[config.mk]
export PLATFORM = sky130hd
export DESIGN_NAME = ifetch_queue
export DESIGN_NICKNAME = d
export VERILOG_FILES = /design/src/rtl/ifetch_queue_pkg.sv /design/src/rtl/ifetch_queue_fetch_fifo.sv /design/src/rtl/ifetch_queue.sv
export SDC_FILE = /design/constraint.sdc
export NUM_CORES = 1
export LEC_CHECK = 0
export ABC_AREA = 0
export BUFFER_PORTS_ARGS = -buffer_cell sky130_fd_sc_hd__buf_2
export CORE_MARGIN = 2
export CORE_UTILIZATION = 55
export CTS_CLUSTER_DIAMETER = 30
export DETAILED_ROUTE_END_ITERATION = 16
export PLACE_DENSITY = 0.82
export SYNTH_ARGS = -nofsm -noshare
export SYNTH_HDL_FRONTEND = slang
export SYNTH_HIERARCHICAL = 1
export SYNTH_SLANG_ARGS = --single-unit
[constraint.sdc]
create_clock -name clock -period 4.94 [get_ports clock]
set_clock_uncertainty 0.05 [all_clocks]
set_input_delay 0.494 -clock clock [delete_from_list [all_inputs] [get_ports clock]]
set_output_delay 0.494 -clock clock [all_outputs]
set_load 0.005 [all_outputs]
[src/rtl/ifetch_queue_pkg.sv]
// Shared constants and types for the instruction-fetch front end.
package ifetch_queue_pkg;

  localparam int          IFQ_XLEN       = 32;
  localparam logic [31:0] IFQ_INITIAL_PC = 32'h0000_0000;

  typedef enum logic [1:0] {
    ST_COLD  = 2'd0,
    ST_FETCH = 2'd1,
    ST_DRAIN = 2'd2
  } ifq_state_e;

endpackage

[src/rtl/ifetch_queue_fetch_fifo.sv]
// Synchronous FIFO holding {pc, instr} pairs between fetch and decode.
// The head output holds its last shown value while the FIFO is empty.
module fetch_fifo #(
  parameter int W     = 64,
  parameter int DEPTH = 4
) (
  input  logic                       clock,
  input  logic                       reset,
  input  logic                       clear,
  input  logic                       push,
  input  logic [W-1:0]               push_data,
  input  logic                       pop,
  output logic [W-1:0]               head_data,
  output logic [$clog2(DEPTH):0]     count,
  output logic                       full,
  output logic                       empty
);
  localparam int AW = $clog2(DEPTH);

  logic [W-1:0]  mem [DEPTH];
  logic [AW-1:0] wr_ptr;
  logic [AW-1:0] rd_ptr;
  logic [W-1:0]  last_head;
  logic          do_push;
  logic          do_pop;

  assign full    = (count == (AW+1)'(DEPTH));
  assign empty   = (count == '0);
  assign do_push = push && !full && !clear;
  assign do_pop  = pop && !empty && !clear;

  assign head_data = empty ? last_head : mem[rd_ptr];

  always_ff @(posedge clock) begin
    if (do_push) mem[wr_ptr] <= push_data;
  end

  always_ff @(posedge clock or negedge reset) begin
    if (!reset) begin
      wr_ptr    <= '0;
      rd_ptr    <= '0;
      count     <= '0;
      last_head <= '0;
    end else begin
      last_head <= head_data;
      if (clear) begin
        wr_ptr <= '0;
        rd_ptr <= '0;
        count  <= '0;
      end else begin
        if (do_push) wr_ptr <= wr_ptr + AW'(1);
        if (do_pop)  rd_ptr <= rd_ptr + AW'(1);
        case ({do_push, do_pop})
          2'b10:   count <= count + (AW+1)'(1);
          2'b01:   count <= count - (AW+1)'(1);
          default: count <= count;
        endcase
      end
    end
  end

endmodule

[src/rtl/ifetch_queue.sv]
// Instruction-fetch front end: owns the fetch PC, issues pipelined imem
// requests and queues returned words with their PCs for decode.
//
// state    | meaning
// ---------+-------------------------------------------------------------
// ST_COLD  | one idle cycle after reset, no requests
// ST_FETCH | issuing requests while credit allows, responses enqueued
// ST_DRAIN | after a redirect, dropping responses of stale requests
module ifetch_queue
  import ifetch_queue_pkg::*;
#(
  parameter int               XLEN       = IFQ_XLEN,
  parameter int               DEPTH      = 4,
  parameter int               MAX_OUTST  = 2,
  parameter logic [XLEN-1:0]  INITIAL_PC = XLEN'(IFQ_INITIAL_PC)
) (
  input  logic            clock,
  input  logic            reset,
  input  logic            redirect_valid,
  input  logic [XLEN-1:0] redirect_pc,
  output logic            imem_req,
  output logic [XLEN-1:0] imem_addr,
  input  logic            imem_gnt,
  input  logic            imem_rvalid,
  input  logic [XLEN-1:0] imem_rdata,
  output logic            id_valid,
  output logic [XLEN-1:0] id_instr,
  output logic [XLEN-1:0] id_pc,
  input  logic            id_ready
);
  localparam int OW = $clog2(MAX_OUTST + 1);
  localparam int CW = $clog2(DEPTH) + 1;

  ifq_state_e      state;
  ifq_state_e      state_nxt;
  logic [XLEN-1:0] fetch_pc;
  logic [XLEN-1:0] resp_pc;
  logic [OW-1:0]   outstanding;
  logic [OW-1:0]   discard;
  logic [OW-1:0]   discard_nxt;
  logic [OW-1:0]   out_after_rsp;

  logic            fifo_push;
  logic            fifo_pop;
  logic            fifo_full;
  logic            fifo_empty;
  logic [CW-1:0]   fifo_count;
  logic [2*XLEN-1:0] fifo_head;

  logic            rsp_take;
  logic            rsp_drop;
  logic            can_issue;
  logic            grant;
  logic [XLEN-1:0] redirect_aligned;
  logic [1:0]      unused_redirect_lsb;

  assign unused_redirect_lsb = redirect_pc[1:0];
  assign redirect_aligned    = {redirect_pc[XLEN-1:2], 2'b00};

  // A response with nothing outstanding is a protocol error and is ignored.
  assign rsp_take  = imem_rvalid && (outstanding != '0);
  assign rsp_drop  = rsp_take && (redirect_valid || (discard != '0));
  assign fifo_push = rsp_take && !rsp_drop;
  assign fifo_pop  = !fifo_empty && id_ready && !redirect_valid;

  // Credit: every accepted request must already own a FIFO slot.
  assign can_issue = (32'(outstanding) < MAX_OUTST) &&
                     ((32'(fifo_count) + 32'(outstanding)) < DEPTH);
  assign imem_req  = (state == ST_FETCH) && !redirect_valid && can_issue;
  assign grant     = imem_req && imem_gnt;
  assign imem_addr = fetch_pc;

  assign out_after_rsp = outstanding - OW'(rsp_take);

  assign id_valid = !fifo_empty;
  assign id_pc    = fifo_head[2*XLEN-1:XLEN];
  assign id_instr = fifo_head[XLEN-1:0];

  always_comb begin
    discard_nxt = discard;
    if (redirect_valid) begin
      discard_nxt = out_after_rsp;
    end else if (rsp_take && (discard != '0)) begin
      discard_nxt = discard - OW'(1);
    end
  end

  always_comb begin
    state_nxt = state;
    case (state)
      ST_COLD:  state_nxt = ST_FETCH;
      ST_FETCH: if (redirect_valid && (out_after_rsp != '0)) state_nxt = ST_DRAIN;
      ST_DRAIN: if (discard_nxt == '0) state_nxt = ST_FETCH;
      default:  state_nxt = ST_COLD;
    endcase
  end

  always_ff @(posedge clock or negedge reset) begin
    if (!reset) begin
      state       <= ST_COLD;
      fetch_pc    <= INITIAL_PC;
      resp_pc     <= INITIAL_PC;
      outstanding <= '0;
      discard     <= '0;
    end else begin
      state       <= state_nxt;
      discard     <= discard_nxt;
      outstanding <= out_after_rsp + OW'(grant);
      if (redirect_valid) begin
        fetch_pc <= redirect_aligned;
        resp_pc  <= redirect_aligned;
      end else begin
        if (grant)     fetch_pc <= fetch_pc + XLEN'(4);
        if (fifo_push) resp_pc  <= resp_pc + XLEN'(4);
      end
    end
  end

  fetch_fifo #(
    .W     (2*XLEN),
    .DEPTH (DEPTH)
  ) u_fifo (
    .clock     (clock),
    .reset     (reset),
    .clear     (redirect_valid),
    .push      (fifo_push),
    .push_data ({resp_pc, imem_rdata}),
    .pop       (fifo_pop),
    .head_data (fifo_head),
    .count     (fifo_count),
    .full      (fifo_full),
    .empty     (fifo_empty)
  );

  always @(posedge clock) begin
    if (reset) begin
      assert (!(imem_rvalid && (outstanding == '0)));
      assert (!(fifo_push && fifo_full));
    end
  end

endmodule

* Word level (Yosys, flattened, before mapping)
Memories as Yosys holds them, arrays and structs flattened.
Cells that the tools add are included.
** Word-level totals
- Memories :: 1
- Input port bits :: 70
- Output and inout port bits :: 98
- Register bits after elaboration :: 141
- Bits in writable memories :: 256
- Word-level logic and storage cells :: 79
** Cells by class
- Add/subtract/negate cells :: 10
- Reduce and logical (&&, ||, !) cells :: 32
- Equal/unequal tests :: 7
- Multiplexer cells :: 18
- Magnitude comparators :: 2
** Memories
- u_fifo.mem :: depth 4, width 64, rd ports 1, clocked after memory_dff 0, write ports 1, line ifetch_queue_fetch_fifo.sv:20 : logic [W-1:0] mem [DEPTH];
** Operators with widths (number)
- $mux 32 :: 4
- $add 32x3->32 const B :: 2
- $mux 64 :: 1
- $mux 2 :: 8
- $logic_and 1x1->1 :: 15
- $reduce_bool 2->1 :: 7
- $pmux 2 s3 :: 1
- $pmux 3 s2 :: 1
- $add 2x1->2 const B :: 2
- $add 3x2->4 :: 1
- $eq 2x1->1 const B :: 2
- $eq 2x2->1 const B :: 2
- $logic_not 1->1 :: 4
- $logic_not 2->1 :: 2
- $lt 4x3->1 const B :: 1
- $add 3x1->3 const B :: 1
- $eq 3x3->1 const B :: 1
- $logic_not 3->1 :: 1
- $mux 3 :: 1
- $reduce_bool 3->1 :: 1
- $sub 3x1->3 const B :: 1
- $add 2x1->2 :: 1
- $lt 2x2->1 const B :: 1
- $mux 1 :: 2
- 6 further kinds :: 6

* Logic depth before layout (Yosys ltp)
Gate-level depths: netlist of run 1.
- Depth after elaboration :: 10
- Gate-level depth with buffers :: 13
- Depth with buffers taken out :: 10

* Modules after synthesis
The synthesis of run 1 kept the hierarchy.
** By module, submodules not included
- fetch_fifo :: area each 12164.2 um^2, seq. area each 9464.1 um^2, cells each 539, instances 1
- ifetch_queue :: area each 3920.0 um^2, seq. area each 1651.6 um^2, cells each 414, instances 1

* Worst setup path after synthesis of run 1
OpenSTA, ideal clock, no wires.
- Path kind :: in2reg
- From :: input port redirect_valid
- To :: memory u_fifo.mem[0][0] (enable)
- Setup slack :: 1.148 ns
- Setup time :: 0.429 ns
- Required time :: 4.461 ns
- Stages on the path :: 7
- Data arrival time :: 3.313 ns
- Path buffers :: 3
- Cell sequence :: clkbuf_1 > clkbuf_1 > nor2_1 > clkbuf_1 > inv_1 > nor3_1 > and2_1
** On the way
- Word-level cells in the longest chain between the ends :: 8
- Elaborated cells between the ends (all ways) :: 9
- Classes of those cells :: 2 x mux; 7 x reduce/logical
** RTL lines
- start, declared :: line ifetch_queue.sv:19 : input logic redirect_valid,
- $logic_or 1x1->1 :: line ifetch_queue.sv:62 : assign rsp_drop = rsp_take && (redirect_valid || (discard != '0));
- $logic_and 1x1->1 :: line ifetch_queue.sv:62
- $logic_not 1->1 :: line ifetch_queue.sv:63 : assign fifo_push = rsp_take && !rsp_drop;
- $logic_and 1x1->1 :: line ifetch_queue.sv:63
- net fifo_push :: line ifetch_queue.sv:43 : logic fifo_push;
- $logic_and 1x1->1 (2 in a row) :: line ifetch_queue_fetch_fifo.sv:29 : assign do_push = push && !full && !clear;
- $mux 1 :: line ifetch_queue_fetch_fifo.sv:35 : if (do_push) mem[wr_ptr] <= push_data;
- $mux 1 (not written as such) :: line ifetch_queue_fetch_fifo.sv:35
- end, declared :: line ifetch_queue_fetch_fifo.sv:20
The timed path passes the listed nets, and every way through them passes these cells.

* Worst setup path after layout of run 1
- From :: register discard[0]
- To :: memory u_fifo.mem[3][18] (enable)
** On the way
- Word-level cells in the longest chain between the ends :: 9
** RTL lines
- start, declared :: line ifetch_queue.sv:39 : logic [OW-1:0] discard;
- start signal, assigned :: line ifetch_queue.sv:107 : discard <= discard_nxt;
- $reduce_bool 2->1 :: line ifetch_queue.sv:62
- $logic_or 1x1->1 :: line ifetch_queue.sv:62
- $logic_and 1x1->1 :: line ifetch_queue.sv:62
- $logic_not 1->1 :: line ifetch_queue.sv:63
- $logic_and 1x1->1 :: line ifetch_queue.sv:63
- net fifo_push :: line ifetch_queue.sv:43
- $logic_and 1x1->1 (2 in a row) :: line ifetch_queue_fetch_fifo.sv:29
- $mux 1 :: line ifetch_queue_fetch_fifo.sv:35
- $mux 1 (not written as such) :: line ifetch_queue_fetch_fifo.sv:35
The timed path passes the listed nets, and every way through them passes these cells.

==> results of run 1 <==
report_power, final:
group | switching (mW) | internal (mW) | total (mW)
combinational | 0.416 | 0.348 | 0.764
clock | 1.68 | 3.58 | 5.27
sequential | 0.173 | 3.75 | 3.92
cells by family after synthesis:
logic type	count (synthesis)
adder cells (fa/ha/maj)	11
other	1
AND/OR/NAND/NOR	198
multiplexers	148
flip-flops	393
AO/OA/AOI/OAI	87
buffers and inverters	68
XOR/XNOR	47
routing by layer:
layer / track usage [%] / wire length, um / share of wire, %
met5: 0 / 0 / 0
met4: 8.37 / 775 / 2.2
met3: 4.42 / 2400 / 6.8
met2: 39.9 / 17900 / 50
met1: 32.3 / 14600 / 41
state kept, by name, indices dropped and copies added, names as in the netlist:
name and cells:
discard 2, imem_addr 30, outstanding 2, resp_pc 30
state 2, u_fifo/count 3, u_fifo/last_head 64, u_fifo/mem 256
u_fifo/rd_ptr 2, u_fifo/wr_ptr 2
worst max-delay path, delay by kind of cell, from the launching register on:
family,cells,cell delay (ns)
adder cells (fa/ha/maj),1,0.25
AO/OA/AOI/OAI,1,0.17
flip-flops,1,0.40
buffers and inverters,2,0.28
AND/OR/NAND/NOR,3,2.10
cell type report:
class / instances / area, um^2 / share of cell area, %
Tap cell: 384 / 480 / 2.41
Inverter: 25 / 93.8 / 0.471
Clock inverter: 46 / 577 / 2.89
Timing Repair Buffer: 170 / 875 / 4.39
Clock buffer: 97 / 2090 / 10.5
Sequential cell: 393 / 11100 / 55.8
Multi-Input combinational cell: 501 / 4680 / 23.5
Antenna cell: 1 / 2.50 / 0.0126
final timing paths:
kind | from | to | cells after the start | slack, ns
min in group clock | imem_rdata[29] | u_fifo/mem[0][29]$_DFFE_PP_ | 1 | 0.09
min | reset | u_fifo/last_head[28]$_DFF_PN0_ | 1 | -0.02
max reg2reg | discard[0]$_DFF_PN0_ | u_fifo/mem[3][18]$_DFFE_PP_ | 7 | 1.24
max in group asynchronous | reset | u_fifo/last_head[34]$_DFF_PN0_ | 2 | 3.62
min reg2reg | u_fifo/last_head[54]$_DFF_PN0_ | u_fifo/last_head[54]$_DFF_PN0_ | 1 | 0.44
max | discard[0]$_DFF_PN0_ | u_fifo/mem[3][18]$_DFFE_PP_ | 7 | 1.24
layout by cell type, fill, tap and decap left out, types with 13 or more instances in the layout:
cell / instances
a21oi_1: 18
mux4_2: 64
clkbuf_1: 13
xnor2_1: 29
nand2_1: 41
clkbuf_16: 79
mux2_2: 80
dfrtp_1: 135
nand4_1: 19
inv_1: 23
buf_2: 162
o21ai_0: 15
nor2_1: 27
edfxtp_1: 256
xor2_1: 18
nand3_1: 38
stage by stage:
step / cells / utilization [%] / instance area (um^2)
floorplan: 962 / - / 16100
global route: 1616 / 69.2 / 19900
global placement: 1473 / 60.0 / 17300
detailed placement: 1473 / 60.0 / 17300
CTS: 1616 / 69.2 / 19900
finish: 1617 / 69.2 / 19900
==> metrics.txt, run 1 <==
number of synthesized flops with an enable pin=256; Post-CTS Resized=0; share of cells above drive strength 1=38.1%; Core Region=0.0288 mm^2; largest family of logic cells by synthesized area=multiplexers; Yosys Warn Count=6; gpl congestion=0.961; failing checks=hold timing; FMAX=270 MHz; CTS Sinks=393; Slew Viols, Final=0; Die W=175 um; LEAKAGE=7.81 nW; Remaining Overflow, GRT=0; GR Util All Layers=24.0%; Compound-Gate Fraction of Synth Area=3.53%; nets@finish=1,251; Synth Area in Simple Gates=6.98%; H-tree Lvls=3; max-cap viol count=0; most common cell type on the critical path=inv_1; Die Area=0.0306 mm^2; CP Max Fanout=64; register bit count reported by yosys=393; clock-pin slew on the worst setup and hold paths=0.05 ns; number of I/O port buffers=163; CTS tree=done; HPWL Detailed=19,800 um; biggest cell delay along the critical path=0.93 ns; FFs w/ async S/R, synth=34.9%; CTS Buf Count=79; WHS=-0.0180 ns; crit-path cells=inv_1 -> ha_1 -> o211ai_2 -> nor2_1 -> inv_1 -> nor3_1 -> and2_4; cell area after synthesis=0.0161 mm^2; Place WS=1.35 ns; dominant cells by area after synthesis=edfxtp_1 (48%), dfrtp_1 (21%), mux4_2 (9.0%), mux2_2 (5.6%), xnor2_1 (1.6%); dominant cell type by area after synthesis=edfxtp_1; antenna violation net count after detailed routing=0; RSZ-0062 raised after global routing=no; global-route wire length before repair=56,500 um; postcts setup bufs=0; Final Power=9.95 mW; xor/xnor share of the synthesized area=2.56%; Rows=62; run status=finished with violations; CP max-delay cell=and2_4; fin crit period=3.70 ns; Final Hold Fails=2; initial core utilization=55.9%; DRC=0; CP Capture Type=flop; CTS Buffer Depth=3; main flop type after synthesis=edfxtp_1; final setup fails=0; Setup WS post-layout=1.24 ns; Tcrit/Tclk final=74.9%; worst slew pin tran=1.06 ns; drt pass-1 iters=5; largest net degree at the start of global routing=96; Netlist cell types=66; IO Count=168; DR vias/cell=5.89; max_slew headroom=29.2%; sequential-to-total area share from yosys stat=69.1%; Root Buffer=clkbuf_16; most common cell in the netlist=edfxtp_1; Synth top area share=47.8%; DR vias=9,517; initial antenna violation count=1; number of fillers in the final layout=1,818; top cells by count, synth=edfxtp_1 (256), dfrtp_1 (137), mux2_2 (80); Area Growth Syn to Fin=23.9%; P per Cell Area=499 mW/mm^2; largest vdd supply drop=0.263 mV; wire per inst=22.0 um; vias in the first global route=10,200; post-cts hold buffer count=0; number of DRC markers in iteration 0=809; Req. time, crit path=5.05 ns; Die Ht=175 um; crit path kind=flop to flop; Setup TNS=0 ns; Avg Cell Area, Syn=16.9 um^2; post-synthesis mux area share=14.8%; data arrival time of the worst path=3.81 ns; Clock Latency Late Sink=0.56 ns; Min-Delay Path Class=input port to asynchronous set/reset pin; CP startpoint kind=flop; Post-Route WL=35,600 um; post-synthesis adder-cell area fraction=0.902%; Syn Inst Count=953
No activity file was read; power rests on OpenSTA's default activity.
==> run 2, diff against run 1 <==
--- a/config.mk
+++ b/config.mk
@@ -8,10 +8,10 @@
 export ABC_AREA = 0
 export BUFFER_PORTS_ARGS = -buffer_cell sky130_fd_sc_hd__buf_2
 export CORE_MARGIN = 2
-export CORE_UTILIZATION = 55
+export CORE_UTILIZATION = 53
 export CTS_CLUSTER_DIAMETER = 30
 export DETAILED_ROUTE_END_ITERATION = 16
-export PLACE_DENSITY = 0.82
+export PLACE_DENSITY = 0.83
 export SYNTH_ARGS = -nofsm -noshare
 export SYNTH_HDL_FRONTEND = slang
 export SYNTH_HIERARCHICAL = 1
==> constraint.sdc (replaced) <==
create_clock -name clock -period 3 [get_ports clock]
set_clock_uncertainty 0.05 [all_clocks]
set_input_delay 0.3 -clock clock [delete_from_list [all_inputs] [get_ports clock]]
set_output_delay 0.3 -clock clock [all_outputs]
set_load 0.005 [all_outputs]
==> run 2 against run 1 <==
Net effect:
- the run now ends clean
- critical path depth decreased by 3
- final cell count increased by 5.6%
- sequential power increased by 65%
- worst hold slack improved by 0.054 ns
- global-route usage decreased by 0.38 points
- clock-buffer cell count decreased by 13
- clock power increased by 58%
- register-to-register slack got worse by 0.95 ns
- critical path type is now flop to output pin
- largest power group unchanged
==> metrics.txt, run 2 (same netlist as run 1, synthesis figures left out) <==
run status=complete, no violations (was finished with violations); initial antenna violation count=1 (unchanged); Comb power frac=8.3% (was 7.7%); global-route wire length before repair=56,900 um (was 56,500 um); Rows=63 (was 62); DR vias=9,621 (was 9,517); H-tree Lvls=3 (unchanged); r2r startpoint=discard[0]$_DFF_PN0_ (unchanged); # diodes=0 (was 1); biggest cell delay along the critical path=0.74 ns (was 0.93 ns); initial core utilization=54.0% (was 55.9%); worst reg-to-reg setup slack=0.29 ns (was 1.24 ns); Tcrit/Tclk final=93.4%; Switching Power=3.93 mW (was 2.27 mW); vias in the first global route=10,400 (was 10,200); number of DRC markers in iteration 0=752 (was 809); Root Buffer=clkbuf_16 (unchanged); wire per inst=21.3 um (was 22.0 um); Core Region=0.0298 mm^2 (was 0.0288 mm^2); Post-Route WL=36,400 um (was 35,600 um); crit path kind=flop to output pin (was flop to flop); Area Growth Syn to Fin=29.7% (was 23.9%); Final Core Density=70.0% (was 69.2%); Remaining Overflow, GRT=0 (unchanged); number of I/O port buffers=163 (unchanged); Post-CTS Resized=0 (unchanged); max reg flops=256 (unchanged); crit path from=u_fifo/rd_ptr[1]$_DFFE_PN0P_ (was discard[0]$_DFF_PN0_); final instance area=0.0209 mm^2 (was 0.0199 mm^2); CTS Buf Count=76 (was 79); Setup TNS=0 ns (unchanged); max_slew headroom=56.1% (was 29.2%); largest net degree at the start of global routing=65 (was 96); LEAKAGE=8.20 nW (was 7.81 nW); CP Capture Type=output pin (was flop); Die W=178 um (was 175 um); CP max-delay cell=dfrtp_2 (was and2_4); CTS tree=done (unchanged); Place WS=0.441 ns (was 1.35 ns); area post-placement=0.0177 mm^2 (was 0.0173 mm^2); antenna violation net count after detailed routing=0 (unchanged); Reg with most FFs=u_fifo/mem (unchanged); DR vias/cell=5.64 (was 5.89); WHS=0.0363 ns (was -0.0180 ns); Final Hold Fails=0 (was 2); clock power share=51.7% (was 52.9%); final setup fails=0 (unchanged); RSZ-0062 raised after global routing=no (unchanged); CP Capture Point=id_pc[18] (was u_fifo/mem[3][18]$_DFFE_PP_); nets@finish=1,335 (was 1,251); commonest cells after routing, fill and taps aside=edfxtp_1 (256), buf_2 (162), dfrtp_1 (135) (unchanged); Slew Viols, Final=0 (unchanged); share of cells above drive strength 1=38.6% (was 38.1%); IO Count=168 (unchanged); Die Ht=178 um (was 175 um); Setup WS post-layout=0.199 ns (was 1.24 ns); HPWL Detailed=21,300 um (was 19,800 um); gpl congestion=0.896 (was 0.961); Die Area=0.0318 mm^2 (was 0.0306 mm^2); worst reg2reg path depth=10 (was 7); Min-Delay Path Class=input port to flop (was input port to asynchronous set/reset pin); Worst R2R End=u_fifo/count[2]$_DFFE_PN0P_ (was u_fifo/mem[3][18]$_DFFE_PP_); FMAX=357 MHz; CP Max Fanout=18 (was 64); Int Power=12.2 mW (was 7.68 mW); largest vdd supply drop=0.458 mV (was 0.263 mV); drt pass-1 iters=6 (was 5); Top Registers=u_fifo/mem (256), u_fifo/last_head (64) (unchanged); DRC=0 (unchanged); P per Cell Area=772 mW/mm^2 (was 499 mW/mm^2); GR Util All Layers=23.6% (was 24.0%); most common cell after layout, fill and taps aside=edfxtp_1 (unchanged); max-cap viol count=0 (unchanged); CTS Buffer Depth=3 (unchanged); fin crit period=2.80 ns; sequential power share=40.0% (was 39.4%); worst slew pin tran=0.653 ns (was 1.06 ns); crit-path cells=buf_4 -> mux4_2 -> mux2_2 -> buf_2 (was inv_1 -> ha_1 -> o211ai_2 -> nor2_1 -> inv_1 -> nor3_1 -> and2_4); data arrival time of the worst path=2.45 ns (was 3.81 ns); Req. time, crit path=2.65 ns (was 5.05 ns); Clock Latency Late Sink=0.57 ns (was 0.56 ns); CP startpoint kind=flop (unchanged); CTS Sinks=393 (unchanged); clock-pin slew on the worst setup and hold paths=0.05 ns (about the same); switching fraction of total power=24.4% (was 22.8%)
[run 2: worst min path at each step]
stage / endpoint / slack, ns / cells past startpoint / startpoint
4_1_cts: resp_pc[20]$_DFFE_PN0N_ / 0.007 / 3 / redirect_pc[20]
5_1_grt: imem_addr[27]$_DFFE_PN0P_ / 0.01 / 3 / redirect_pc[27]
2_1_floorplan: discard[0]$_DFF_PN0_ / -0.05 / 0 / reset
3_3_place_gp: u_fifo/last_head[38]$_DFF_PN0_ / 0.28 / 1 / reset
3_5_place_dp: u_fifo/last_head[39]$_DFF_PN0_ / 0.28 / 1 / reset
6_report: imem_addr[27]$_DFFE_PN0P_ / 0.04 / 3 / redirect_pc[27]
[run 2: per-layer routing]
metal	wire length [um]	global-route usage (%)
met5	13	0
met2	18700	40.8
met3	2570	5.46
met1	14500	30.0
met4	558	7.08
[run 2: critical path: cells and delay by family, from the launching register on]
kind / cells / cell delay (ns)
DFF: 1 / 0.74
muxes: 2 / 0.67
buffers and inverters: 2 / 0.48
[run 2: stage by stage]
stage               cells  power, mW
CTS                  1706       16.2
global placement     1508       7.71
finish               1707       16.1
detailed placement   1508       7.78
floorplan             962       7.17
global route         1707       16.7
[run 2: layout make-up]
cell class / instances / area, um^2
timing repair buffer: 257 / 1890
tap: 390 / 488
sequential: 393 / 11100
fill: 1864 / 8930
multi-input combinational: 501 / 4680
inverter: 25 / 93.8
clock inverter: 57 / 583
clock buffer: 84 / 2000
[run 2: repair_timing]
| action | CTS | global route |
|---|---|---|
| setup buffers | 0 | 1 |
| endpoints found under the hold margin | 220 | 0 |
| hold buffers | 57 | 0 |
| setup endpoints to repair | 0 | 19 |
[run 2: power groups by stage]
| stage | clock network [mW] | registers [mW] | logic (mW) |
|---|---|---|---|
| 2_1_floorplan | 0 | 6.46 | 0.717 |
| 5_1_grt | 8.75 | 6.49 | 1.47 |
| 3_3_place_gp | 0 | 6.50 | 1.20 |
| 6_report | 8.33 | 6.45 | 1.33 |
| 4_1_cts | 8.46 | 6.44 | 1.33 |
| 3_5_place_dp | 0 | 6.53 | 1.25 |
==> run 3, diff against run 2 <==
--- a/config.mk
+++ b/config.mk
@@ -7,11 +7,13 @@
 export LEC_CHECK = 0
 export ABC_AREA = 0
 export BUFFER_PORTS_ARGS = -buffer_cell sky130_fd_sc_hd__buf_2
+export CORE_ASPECT_RATIO = 0.75
 export CORE_MARGIN = 2
 export CORE_UTILIZATION = 53
 export CTS_CLUSTER_DIAMETER = 30
 export DETAILED_ROUTE_END_ITERATION = 16
 export PLACE_DENSITY = 0.83
+export SETUP_SLACK_MARGIN = 0.2
 export SYNTH_ARGS = -nofsm -noshare
 export SYNTH_HDL_FRONTEND = slang
 export SYNTH_HIERARCHICAL = 1
==> run 3 against run 2 <==
Net effect:
- worst hold slack worse by 0.0082 ns
- clock power fell by 16%
- wire length barely moved
- design area shrank 2.6%
- via count unchanged
- total power decreased by 8.2%
- critical path depth is the same
- utilization fell by 2.3 points
- die area hardly changed
- register-to-register slack improved by 0.07 ns
- largest power group unchanged
- highest routed layer unchanged
==> metrics.txt, run 3 (same netlist as run 1, synthesis figures left out) <==
DR vias=9,621 (unchanged); # diodes=0 (unchanged); Min-Delay Path Class=input port to flop (unchanged); FMAX=367 MHz (was 357 MHz); area post-placement=0.0176 mm^2 (was 0.0177 mm^2); Die W=205 um (was 178 um); max-cap viol count=0 (unchanged); initial antenna violation count=4 (was 1); Reg with most FFs=u_fifo/mem (unchanged); Final Power=14.8 mW (was 16.1 mW); CP bufs+invs=2 (unchanged); largest vdd supply drop=0.481 mV (was 0.458 mV); CP startpoint kind=flop (unchanged); number of DRC markers in iteration 0=792 (was 752); P per Cell Area=728 mW/mm^2 (was 772 mW/mm^2); max reg flops=256 (unchanged); DR vias/cell=5.72 (was 5.64); r2r startpoint=discard[0]$_DFF_PN0_ (unchanged); IO Count=168 (unchanged); Die Ht=155 um (was 178 um); Hold EP=resp_pc[18]$_DFFE_PN0N_ (was imem_addr[27]$_DFFE_PN0P_); nets@finish=1,316 (was 1,335); Core Region=0.0300 mm^2 (was 0.0298 mm^2); Rows=55 (was 63); gpl congestion=0.900 (was 0.896); WHS=0.0280 ns (was 0.0363 ns); CP Capture Type=output pin (unchanged); CP delay by family, top=buffers and inverters (was flip-flops); CP Max Fanout=64 (was 18); Die Area=0.0318 mm^2 (about the same); LEAKAGE=7.97 nW (was 8.20 nW); drt pass-1 iters=5 (was 6); run status=complete, no violations (unchanged); HPWL Detailed=21,800 um (was 21,300 um); most common cell after layout, fill and taps aside=edfxtp_1 (unchanged); worst reg2reg path depth=10 (unchanged); Remaining Overflow, GRT=0 (unchanged); fin crit period=2.72 ns (was 2.80 ns); largest net degree at the start of global routing=66 (was 65); RSZ-0062 raised after global routing=no (unchanged); Clock Latency Late Sink=0.56 ns (was 0.57 ns); crit-path cells=nor3_2 -> clkbuf_16 -> mux2_2 -> buf_2 (was buf_4 -> mux4_2 -> mux2_2 -> buf_2); Root Buffer=clkbuf_16 (unchanged); H-tree Lvls=2 (was 3); worst reg-to-reg setup slack=0.36 ns (was 0.29 ns); CTS Buf Count=58 (was 76); max_slew headroom=36.0% (was 56.1%); worst slew pin tran=0.952 ns (was 0.653 ns); crit path kind=flop to output pin (unchanged); antenna violation net count after detailed routing=0 (unchanged); Non-Filler Instances=1,683 (was 1,707); CTS tree=done (unchanged); Inst Count DP=1,512 (was 1,508); Req. time, crit path=2.65 ns (about the same); share of cells above drive strength 1=37.4% (was 38.6%); initial core utilization=53.6% (was 54.0%); global-route wire length before repair=56,600 um (was 56,900 um); Area Growth Syn to Fin=26.4% (was 29.7%); GR Util All Layers=23.5% (was 23.6%); DRC=0 (unchanged); number of I/O port buffers=163 (unchanged); Final Hold Fails=0 (unchanged); Worst R2R End=u_fifo/count[1]$_DFFE_PN0P_ (was u_fifo/count[2]$_DFFE_PN0P_); vias in the first global route=9,984 (was 10,400); WHS Path Cells=3 (unchanged); commonest cells after routing, fill and taps aside=edfxtp_1 (256), buf_2 (162), dfrtp_1 (135) (unchanged); biggest cell delay along the critical path=0.46 ns (was 0.74 ns); Top Registers=u_fifo/mem (256), u_fifo/last_head (64) (unchanged); wire per inst=21.7 um (was 21.3 um); data arrival time of the worst path=2.37 ns (was 2.45 ns); clock-pin slew on the worst setup and hold paths=0.06 ns (was 0.05 ns); final instance area=0.0203 mm^2 (was 0.0209 mm^2); CTS Sinks=393 (unchanged); CTS Buffer Depth=3 (unchanged); Post-Route WL=36,400 um (about the same); Hold Startpoint=redirect_pc[18] (was redirect_pc[27]); Setup TNS=0 ns (unchanged); Slew Viols, Final=0 (unchanged); CP max-delay cell=dfrtp_1 (was dfrtp_2); final setup fails=0 (unchanged); Tcrit/Tclk final=90.8% (was 93.4%)
## run 3: cell types whose count changed in the layout (fill, tap and decap cells not counted), moves of 4 or more
cell        before  now
clkbuf_16       78   63
and2_4           4    0
and2_2           0    4
buf_4           19   23
buf_12          17   12
clkinv_1         5    1
clkinvlp_4      13    5
## run 3: how the worst max path moves through the flow
stage / start / endpoint / depth (start not counted)
after floorplan: discard[0]$_DFF_PN0_ / u_fifo/mem[0][0]$_DFFE_PP_ / 8
after global placement: discard[0]$_DFF_PN0_ / u_fifo/mem[2][13]$_DFFE_PP_ / 8
after detailed placement: discard[0]$_DFF_PN0_ / u_fifo/count[1]$_DFFE_PN0P_ / 10
after CTS: u_fifo/rd_ptr[0]$_DFFE_PN0P_ / id_pc[8] / 4
after global routing: u_fifo/count[1]$_DFFE_PN0P_ / id_instr[3] / 4
final: u_fifo/count[1]$_DFFE_PN0P_ / id_instr[3] / 4
## run 3: stage by stage
stage	utilization, %	setup slack (ns)
floorplan	-	0.0111
global placement	58.6	0.433
detailed placement	58.6	0.319
CTS	67.6	0.230
global route	67.8	0.202
finish	67.8	0.277
## run 3: worst register-to-register path, delay by kind of cell (launching register included)
family,cells,cell delay (ns)
adder cells (fa/ha/maj),2,0.78
buffers and inverters,1,0.09
flip-flops,1,0.39
AO/OA/AOI/OAI,3,0.42
AND/OR/NAND/NOR,4,0.79
## run 3: final cells by class
type / instances / area [um^2]
clock buffer: 70 / 1590
multi-input combinational: 501 / 4680
tap: 399 / 499
timing repair buffer: 256 / 1860
inverter: 25 / 93.8
clock inverter: 39 / 482
fill: 1895 / 9670
sequential: 393 / 11100
## run 3: power breakdown
group,switching [mW],internal (mW)
Combinational,0.690,0.636
Sequential,0.287,6.16
Clock,2.56,4.46
Total,3.54,11.3
## run 3: repair_timing
item | CTS | global route
cloned | 0 | 1
pin swaps | 0 | 0
hold buffers | 54 | 0
endpoints found under the hold margin | 228 | 0
endpoints found under the setup margin | 49 | 39
buffers inserted | 6 | 1
gates resized for setup | 0 | 4
## run 3: metal layers
metal	global-route usage, %	routed length (um)
met4	6.34	778
met5	0	34
met2	37.7	17300
met3	5.43	2980
met1	32.7	15400
